**src/rtl/cpu_pkg.sv**
```systemverilog
// Shared definitions for the EX-stage multiply/divide unit: op encodings,
// controller states and the default datapath width.
package cpu_pkg;

    localparam int WIDTH_DEF = 32;

    localparam logic [1:0] OP_MULT  = 2'd0;
    localparam logic [1:0] OP_MULTU = 2'd1;
    localparam logic [1:0] OP_DIV   = 2'd2;
    localparam logic [1:0] OP_DIVU  = 2'd3;

    typedef enum logic [1:0] {
        IDLE = 2'd0,
        BUSY = 2'd1,
        FIX  = 2'd2
    } state_e;

    function automatic logic op_is_div(input logic [1:0] op);
        return op[1];
    endfunction

    function automatic logic op_is_signed(input logic [1:0] op);
        return ~op[0];
    endfunction

endpackage

```
**src/rtl/muldiv_datapath.sv**
```systemverilog
// Iterative shift-add multiplier / restoring divider on magnitudes, with the
// two's-complement sign fix applied combinationally to the final result.
module muldiv_datapath
    import cpu_pkg::*;
#(
    parameter int WIDTH = WIDTH_DEF
) (
    input  logic             clk_i,
    input  logic             rst_n_i,
    input  logic             load_i,
    input  logic             step_i,
    input  logic [1:0]       op_i,
    input  logic [WIDTH-1:0] a_i,
    input  logic [WIDTH-1:0] b_i,
    output logic [WIDTH-1:0] hi_o,
    output logic [WIDTH-1:0] lo_o
);

    logic [2*WIDTH-1:0] acc_q, acc_d;
    logic [WIDTH-1:0]   opnd_q, opnd_d;
    logic               is_div_q, is_div_d;
    logic               neg_q, neg_d;
    logic               rneg_q, rneg_d;
    logic               div0_q, div0_d;

    logic               sgn;
    logic [WIDTH-1:0]   a_mag, b_mag;
    logic [WIDTH:0]     sum, diff;
    logic [2*WIDTH-1:0] prod;
    logic [WIDTH-1:0]   quo, rem;

    always_comb begin
        // NOTE: every combinational output gets a default first so no path leaves it unassigned (no latch).
        acc_d    = acc_q;
        opnd_d   = opnd_q;
        is_div_d = is_div_q;
        neg_d    = neg_q;
        rneg_d   = rneg_q;
        div0_d   = div0_q;

        sgn   = op_is_signed(op_i);
        a_mag = (sgn && a_i[WIDTH-1]) ? -a_i : a_i;
        b_mag = (sgn && b_i[WIDTH-1]) ? -b_i : b_i;

        sum  = {1'b0, acc_q[2*WIDTH-1:WIDTH]} + {1'b0, opnd_q};
        diff = acc_q[2*WIDTH-1:WIDTH-1] - {1'b0, opnd_q};

        if (load_i) begin
            is_div_d = op_is_div(op_i);
            neg_d    = sgn & (a_i[WIDTH-1] ^ b_i[WIDTH-1]);
            rneg_d   = sgn & a_i[WIDTH-1];
            div0_d   = (b_i == '0);
            // Multiply shifts the multiplier out of the low half; divide shifts the dividend.
            opnd_d   = op_is_div(op_i) ? b_mag : a_mag;
            acc_d    = {{WIDTH{1'b0}}, op_is_div(op_i) ? a_mag : b_mag};
        end else if (step_i) begin
            if (is_div_q) begin
                // diff[WIDTH] is the borrow of the trial subtract: set means restore.
                acc_d = diff[WIDTH]
                      ? {acc_q[2*WIDTH-2:0], 1'b0}
                      : {diff[WIDTH-1:0], acc_q[WIDTH-2:0], 1'b1};
            end else begin
                acc_d = acc_q[0]
                      ? {sum, acc_q[WIDTH-1:1]}
                      : {1'b0, acc_q[2*WIDTH-1:1]};
            end
        end
    end

    always_comb begin
        prod = neg_q ? -acc_q : acc_q;
        quo  = neg_q ? -acc_q[WIDTH-1:0] : acc_q[WIDTH-1:0];
        rem  = rneg_q ? -acc_q[2*WIDTH-1:WIDTH] : acc_q[2*WIDTH-1:WIDTH];
        if (is_div_q) begin
            hi_o = rem;
            lo_o = div0_q ? {WIDTH{1'b1}} : quo;
        end else begin
            hi_o = prod[2*WIDTH-1:WIDTH];
            lo_o = prod[WIDTH-1:0];
        end
    end

    always_ff @(posedge clk_i or negedge rst_n_i) begin
        if (!rst_n_i) begin
            // NOTE: sequential state uses non-blocking assignments so all registers update together.
            acc_q    <= '0;
            opnd_q   <= '0;
            is_div_q <= 1'b0;
            neg_q    <= 1'b0;
            rneg_q   <= 1'b0;
            div0_q   <= 1'b0;
        end else begin
            acc_q    <= acc_d;
            opnd_q   <= opnd_d;
            is_div_q <= is_div_d;
            neg_q    <= neg_d;
            rneg_q   <= rneg_d;
            div0_q   <= div0_d;
        end
    end

endmodule

```
**src/rtl/ex_muldiv.sv**
```systemverilog
// EX-stage multiply/divide controller: sequences WIDTH iterations plus a fix-up
// cycle, owns HI/LO, and stalls the pipeline while an operation is in flight.
module ex_muldiv
    import cpu_pkg::*;
#(
    parameter int WIDTH = WIDTH_DEF,
    parameter int CNT_W = $clog2(WIDTH)
) (
    input  logic             clk_i,
    input  logic             rst_n_i,
    input  logic             start_i,
    input  logic [1:0]       op_i,
    input  logic [WIDTH-1:0] rs_data_i,
    input  logic [WIDTH-1:0] rt_data_i,
    input  logic             kill_i,
    output logic             busy_o,
    output logic             done_o,
    output logic [WIDTH-1:0] hi_o,
    output logic [WIDTH-1:0] lo_o
);

    localparam logic [CNT_W-1:0] LAST = CNT_W'(WIDTH - 1);

    state_e           state_q;
    logic [CNT_W-1:0] cnt_q;
    logic [WIDTH-1:0] hi_q, lo_q;
    logic             busy_q, done_q;
    logic [WIDTH-1:0] res_hi, res_lo;
    logic             load, step;

    assign load = (state_q == IDLE) && start_i && !kill_i;
    assign step = (state_q == BUSY) && !kill_i;

    muldiv_datapath #(.WIDTH(WIDTH)) u_datapath (
        .clk_i   (clk_i),
        .rst_n_i (rst_n_i),
        .load_i  (load),
        .step_i  (step),
        .op_i    (op_i),
        .a_i     (rs_data_i),
        .b_i     (rt_data_i),
        .hi_o    (res_hi),
        .lo_o    (res_lo)
    );

    always_ff @(posedge clk_i or negedge rst_n_i) begin
        if (!rst_n_i) begin
            state_q <= IDLE;
            cnt_q   <= '0;
            hi_q    <= '0;
            lo_q    <= '0;
            busy_q  <= 1'b0;
            done_q  <= 1'b0;
        end else begin
            done_q <= 1'b0;
            case (state_q)
                IDLE: begin
                    if (load) begin
                        state_q <= BUSY;
                        cnt_q   <= '0;
                        busy_q  <= 1'b1;
                    end
                end
                BUSY: begin
                    if (kill_i) begin
                        state_q <= IDLE;
                        busy_q  <= 1'b0;
                    end else begin
                        cnt_q <= cnt_q + 1'b1;
                        if (cnt_q == LAST) state_q <= FIX;
                    end
                end
                FIX: begin
                    state_q <= IDLE;
                    busy_q  <= 1'b0;
                    if (!kill_i) begin
                        hi_q   <= res_hi;
                        lo_q   <= res_lo;
                        done_q <= 1'b1;
                    end
                end
                default: begin
                    state_q <= IDLE;
                    busy_q  <= 1'b0;
                end
            endcase
        end
    end

    assign busy_o = busy_q;
    assign done_o = done_q;
    assign hi_o   = hi_q;
    assign lo_o   = lo_q;

endmodule

```
**config.mk**
```make
export PLATFORM = sky130hd
export DESIGN_NAME = ex_muldiv
export DESIGN_NICKNAME = d
export VERILOG_FILES = /design/src/rtl/cpu_pkg.sv /design/src/rtl/muldiv_datapath.sv /design/src/rtl/ex_muldiv.sv
export SDC_FILE = /design/constraint.sdc
export NUM_CORES = 1
export LEC_CHECK = 0
export ABC_AREA = 0
export CAP_MARGIN = 20
export CORE_ASPECT_RATIO = 1.25
export CORE_MARGIN = 2
export CORE_UTILIZATION = 54
export DETAILED_ROUTE_END_ITERATION = 8
export GPL_ROUTABILITY_DRIVEN = 0
export PLACE_DENSITY = 0.78
export SLEW_MARGIN = 20
export SYNTH_ARGS = -nofsm -noshare
export SYNTH_HDL_FRONTEND = slang
export SYNTH_SLANG_ARGS = --single-unit
```
**constraint.sdc**
```tcl
create_clock -name clk_i -period 4.4 [get_ports clk_i]
set_input_delay 0.88 -clock clk_i [delete_from_list [all_inputs] [get_ports clk_i]]
set_output_delay 0.88 -clock clk_i [all_outputs]
set_load 0.01 [all_outputs]
```
==> results.toml <==
[floorplanning]
rows = 67
die_area_mm2 = 0.0284
start_util_pct = 54.7
coreArea_mm2 = 0.0267
ios = 136
dieHeight_um = 188
die_w_um = 151

[synthesis]
synth_xor_area_share_pct = 10.1
yosys.area_share.simple_pct = 18.9
syn-num-nets = 2021
synthDistinctLibCells = 74
synthFlopType = "dfrtp_1"
synth_seq_cells = 173
synth_edf_count = 0
ys_seq_area_share_pct = 29.6
syn_area_per_cell_um2 = 7.78
async_reset_ff_share_pct = 100
synth_compound_area_share_pct = 26.8
syn_area_mm2 = 0.0146
synthCells = 1879
synth_fa_ha_area_share_pct = 6.26
yosysWarnings = 0
synth.area.mux_share_pct = 3.40
synth_top_family_by_area = "compound AO/OA/AOI/OAI gates"

[power]
power_density_mw_per_mm2 = 598
peakVddDrop_mv = 0.413
p_leak_nw = 7.37

[critical_path]
r2r_cells = 14
slowest_delay_ps = 610
worstSetupPathType = "reg -> reg"
end_kind = "flip-flop"
r2r_slack_ps = 330
cp.required_ps = 4750
crit_path_frequent_cell = "o31a_1"
critPathLaunchType = "flip-flop"
crit_chain = "ha_1 -> inv_1 -> fa_1 -> nor2b_1 -> o31a_1 -> o31a_1 -> o41ai_1 -> buf_4 -> o31ai_1 -> a2111oi_0 -> nor3_1 -> mux2i_1 -> o211ai_1 -> a32o_1"
crit_family = "compound AO/OA/AOI/OAI gates"
path_buf_inv = 2
cp_slowest_cell = "dfrtp_1"
arrival_ps = 4420
reg2reg_from = "u_datapath.acc_q[32]"
r2r_end = "u_datapath.acc_q[59]"
path_max_fanout = 11

[sta]
setup_viol = 0
finalCritPeriodShare_pct = 92.5
hold_viol_final = 0
relSlewSlack_pct = 28.9
fin_ws_ps = 331
holdWs_ps = 481
finClkSkew_ps = 10.2
drv_slew = 0
layout_min_cycle_time_ps = 4070
tightest_slew_ps = 1070
fin_setup_tns_ps = 0
grt_setup_unrepaired = "false"
fmax_mhz = 246

[global_routing]
antenna_found_initial = 0
grt_overflow = 0
track_usage_pct = 32.9
grt_pass1_wl_um = 73200
grt_max_degree = 95
grt_pass1_vias = 14000

[detailed_routing]
drt-initial-drc-count = 1672
first_pass_iters = 6
wire_per_inst_um = 20.0
ant_nets = 0
avgViaCountPerCell = 6.30
via_count = 14600
drc = 0
wirelength_um = 46400

[place]
dp_hpwl_um = 34900
dp_cells = 2285
portBuffers = 135
place_ws_ps = 518

[final_layout]
final_cells = 2318
mostFrequentLayoutCell = "nand2_1"
finalNetCount = 2101
final_core_util_pct = 63.6
mostFrequentLayoutCells = "nand2_1, nor2_1, a21oi_1"
drive_gt1_share_pct = 6.03
syn2layout_area_growth_pct = 16.4

[clocking]
holdBufCountCts = 0
clkTransAtPathRegs_ps = 80
clock_sinks = 173
cts_resized = 0
cts_buffers = 17
clk_latency_ps = 460
root_buffer = "clkbuf_16"
cts_tree = "done"
post_cts_buffers = 0
htreeDepth = 4
max-clock-path-buffers = 2

[outcome]
status = "finished clean"

[run]
cap_violations = 0

[min_path]
hp-class = "reg -> reg"
holdPathStages = 2
hold_end = "hi_o[29]"
min_from = "hi_o[29]"
==> report_power, final <==
group	switching, W	internal (W)	total [W]	leakage, nW
sequential	0.000524	0.00188	0.00240	2.28
clock	0.000750	0.000868	0.00162	0.299
combinational	0.00367	0.00248	0.00616	4.79
total	0.00495	0.00523	0.0102	7.37
==> area by class of cell <==
cell class | count | area (um2)
Sequential cell | 173 | 4330
Timing Repair Buffer | 190 | 1790
Clock inverter | 15 | 198
Tap cell | 345 | 432
Multi-Input combinational cell | 1519 | 9620
Inverter | 58 | 218
Fill cell | 2270 | 9730
Clock buffer | 17 | 425
Antenna cell | 1 | 2.50
==> cell usage after synthesis, types with 18 or more instances <==
master | n | share of area (%)
nand2_1 | 227 | 5.8
nor2_1 | 189 | 4.9
a21oi_1 | 178 | 6.1
dfrtp_1 | 173 | 30
o21ai_0 | 171 | 5.9
clkbuf_1 | 118 | 3.0
xnor2_1 | 86 | 5.2
xor2_1 | 83 | 5.0
ha_1 | 70 | 6.0
inv_1 | 58 | 1.5
o211ai_1 | 53 | 2.7
nor3_1 | 45 | 1.5
mux2i_1 | 44 | 3.0
a21o_1 | 42 | 2.2
o31ai_1 | 28 | 1.4
nor2b_1 | 24 | 1.0
a211oi_1 | 20 | 1.0
nor4_1 | 18 | 0.77
==> tightest hold or removal path: stages, from the launching register on <==
cell and delay (ps):
dfrtp_1 340, nand2_1 40, o21ai_0 60
==> worst max-delay path by stage <==
stage | startpoint | depth (start not counted) | slack (ps) | end
2_1_floorplan | u_datapath.acc_q[0] | 15 | 220 | hi_o[12]
3_3_place_gp | rt_data_i[6] | 11 | 520 | u_datapath.acc_q[31]
3_5_place_dp | rt_data_i[6] | 11 | 520 | u_datapath.acc_q[31]
4_1_cts | u_datapath.acc_q[32] | 14 | 470 | u_datapath.acc_q[59]
5_1_grt | u_datapath.acc_q[32] | 14 | 200 | u_datapath.acc_q[59]
6_report | u_datapath.acc_q[32] | 14 | 330 | u_datapath.acc_q[59]
==> through the flow <==
stage / total power (W) / area, um2
after floorplan: 0.00666 / 14600
after global placement: 0.00825 / 16400
after detailed placement: 0.00838 / 16400
after CTS: 0.0100 / 17000
after global routing: 0.0108 / 17000
final: 0.0102 / 17000
==> registers in the layout, summed over array words and instances (netlist names) <==
signal / flops
lo_o: 32
hi_o: 32
u_datapath.rneg_q: 1
busy_o: 1
state_q: 2
u_datapath.div0_q: 1
u_datapath.acc_q: 64
done_o: 1
cnt_q: 5
u_datapath.opnd_q: 32
u_datapath.neg_q: 1
u_datapath.is_div_q: 1
==> kinds of logic (layout without fill, tap and decap cells) <==
group | count (synthesis) | after routing
adders and majority gates | 72 | 72
other | 0 | 1
xor gates and xnor gates | 169 | 169
buffers and inverters | 187 | 280
muxes | 49 | 49
and+or+nand+nor | 608 | 608
AOI/OAI and AO/OA | 621 | 621
DFF | 173 | 173
==> routing by layer <==
layer  vias up  share of wire, %  GRT usage (%)
li1       6879                 -              -
met1      6815                39           39.7
met2       709                47           53.8
met3       200               6.2           4.45
met4         0               7.8           22.5
met5         -                 0              0
No activity file was read; power rests on OpenSTA's default activity.
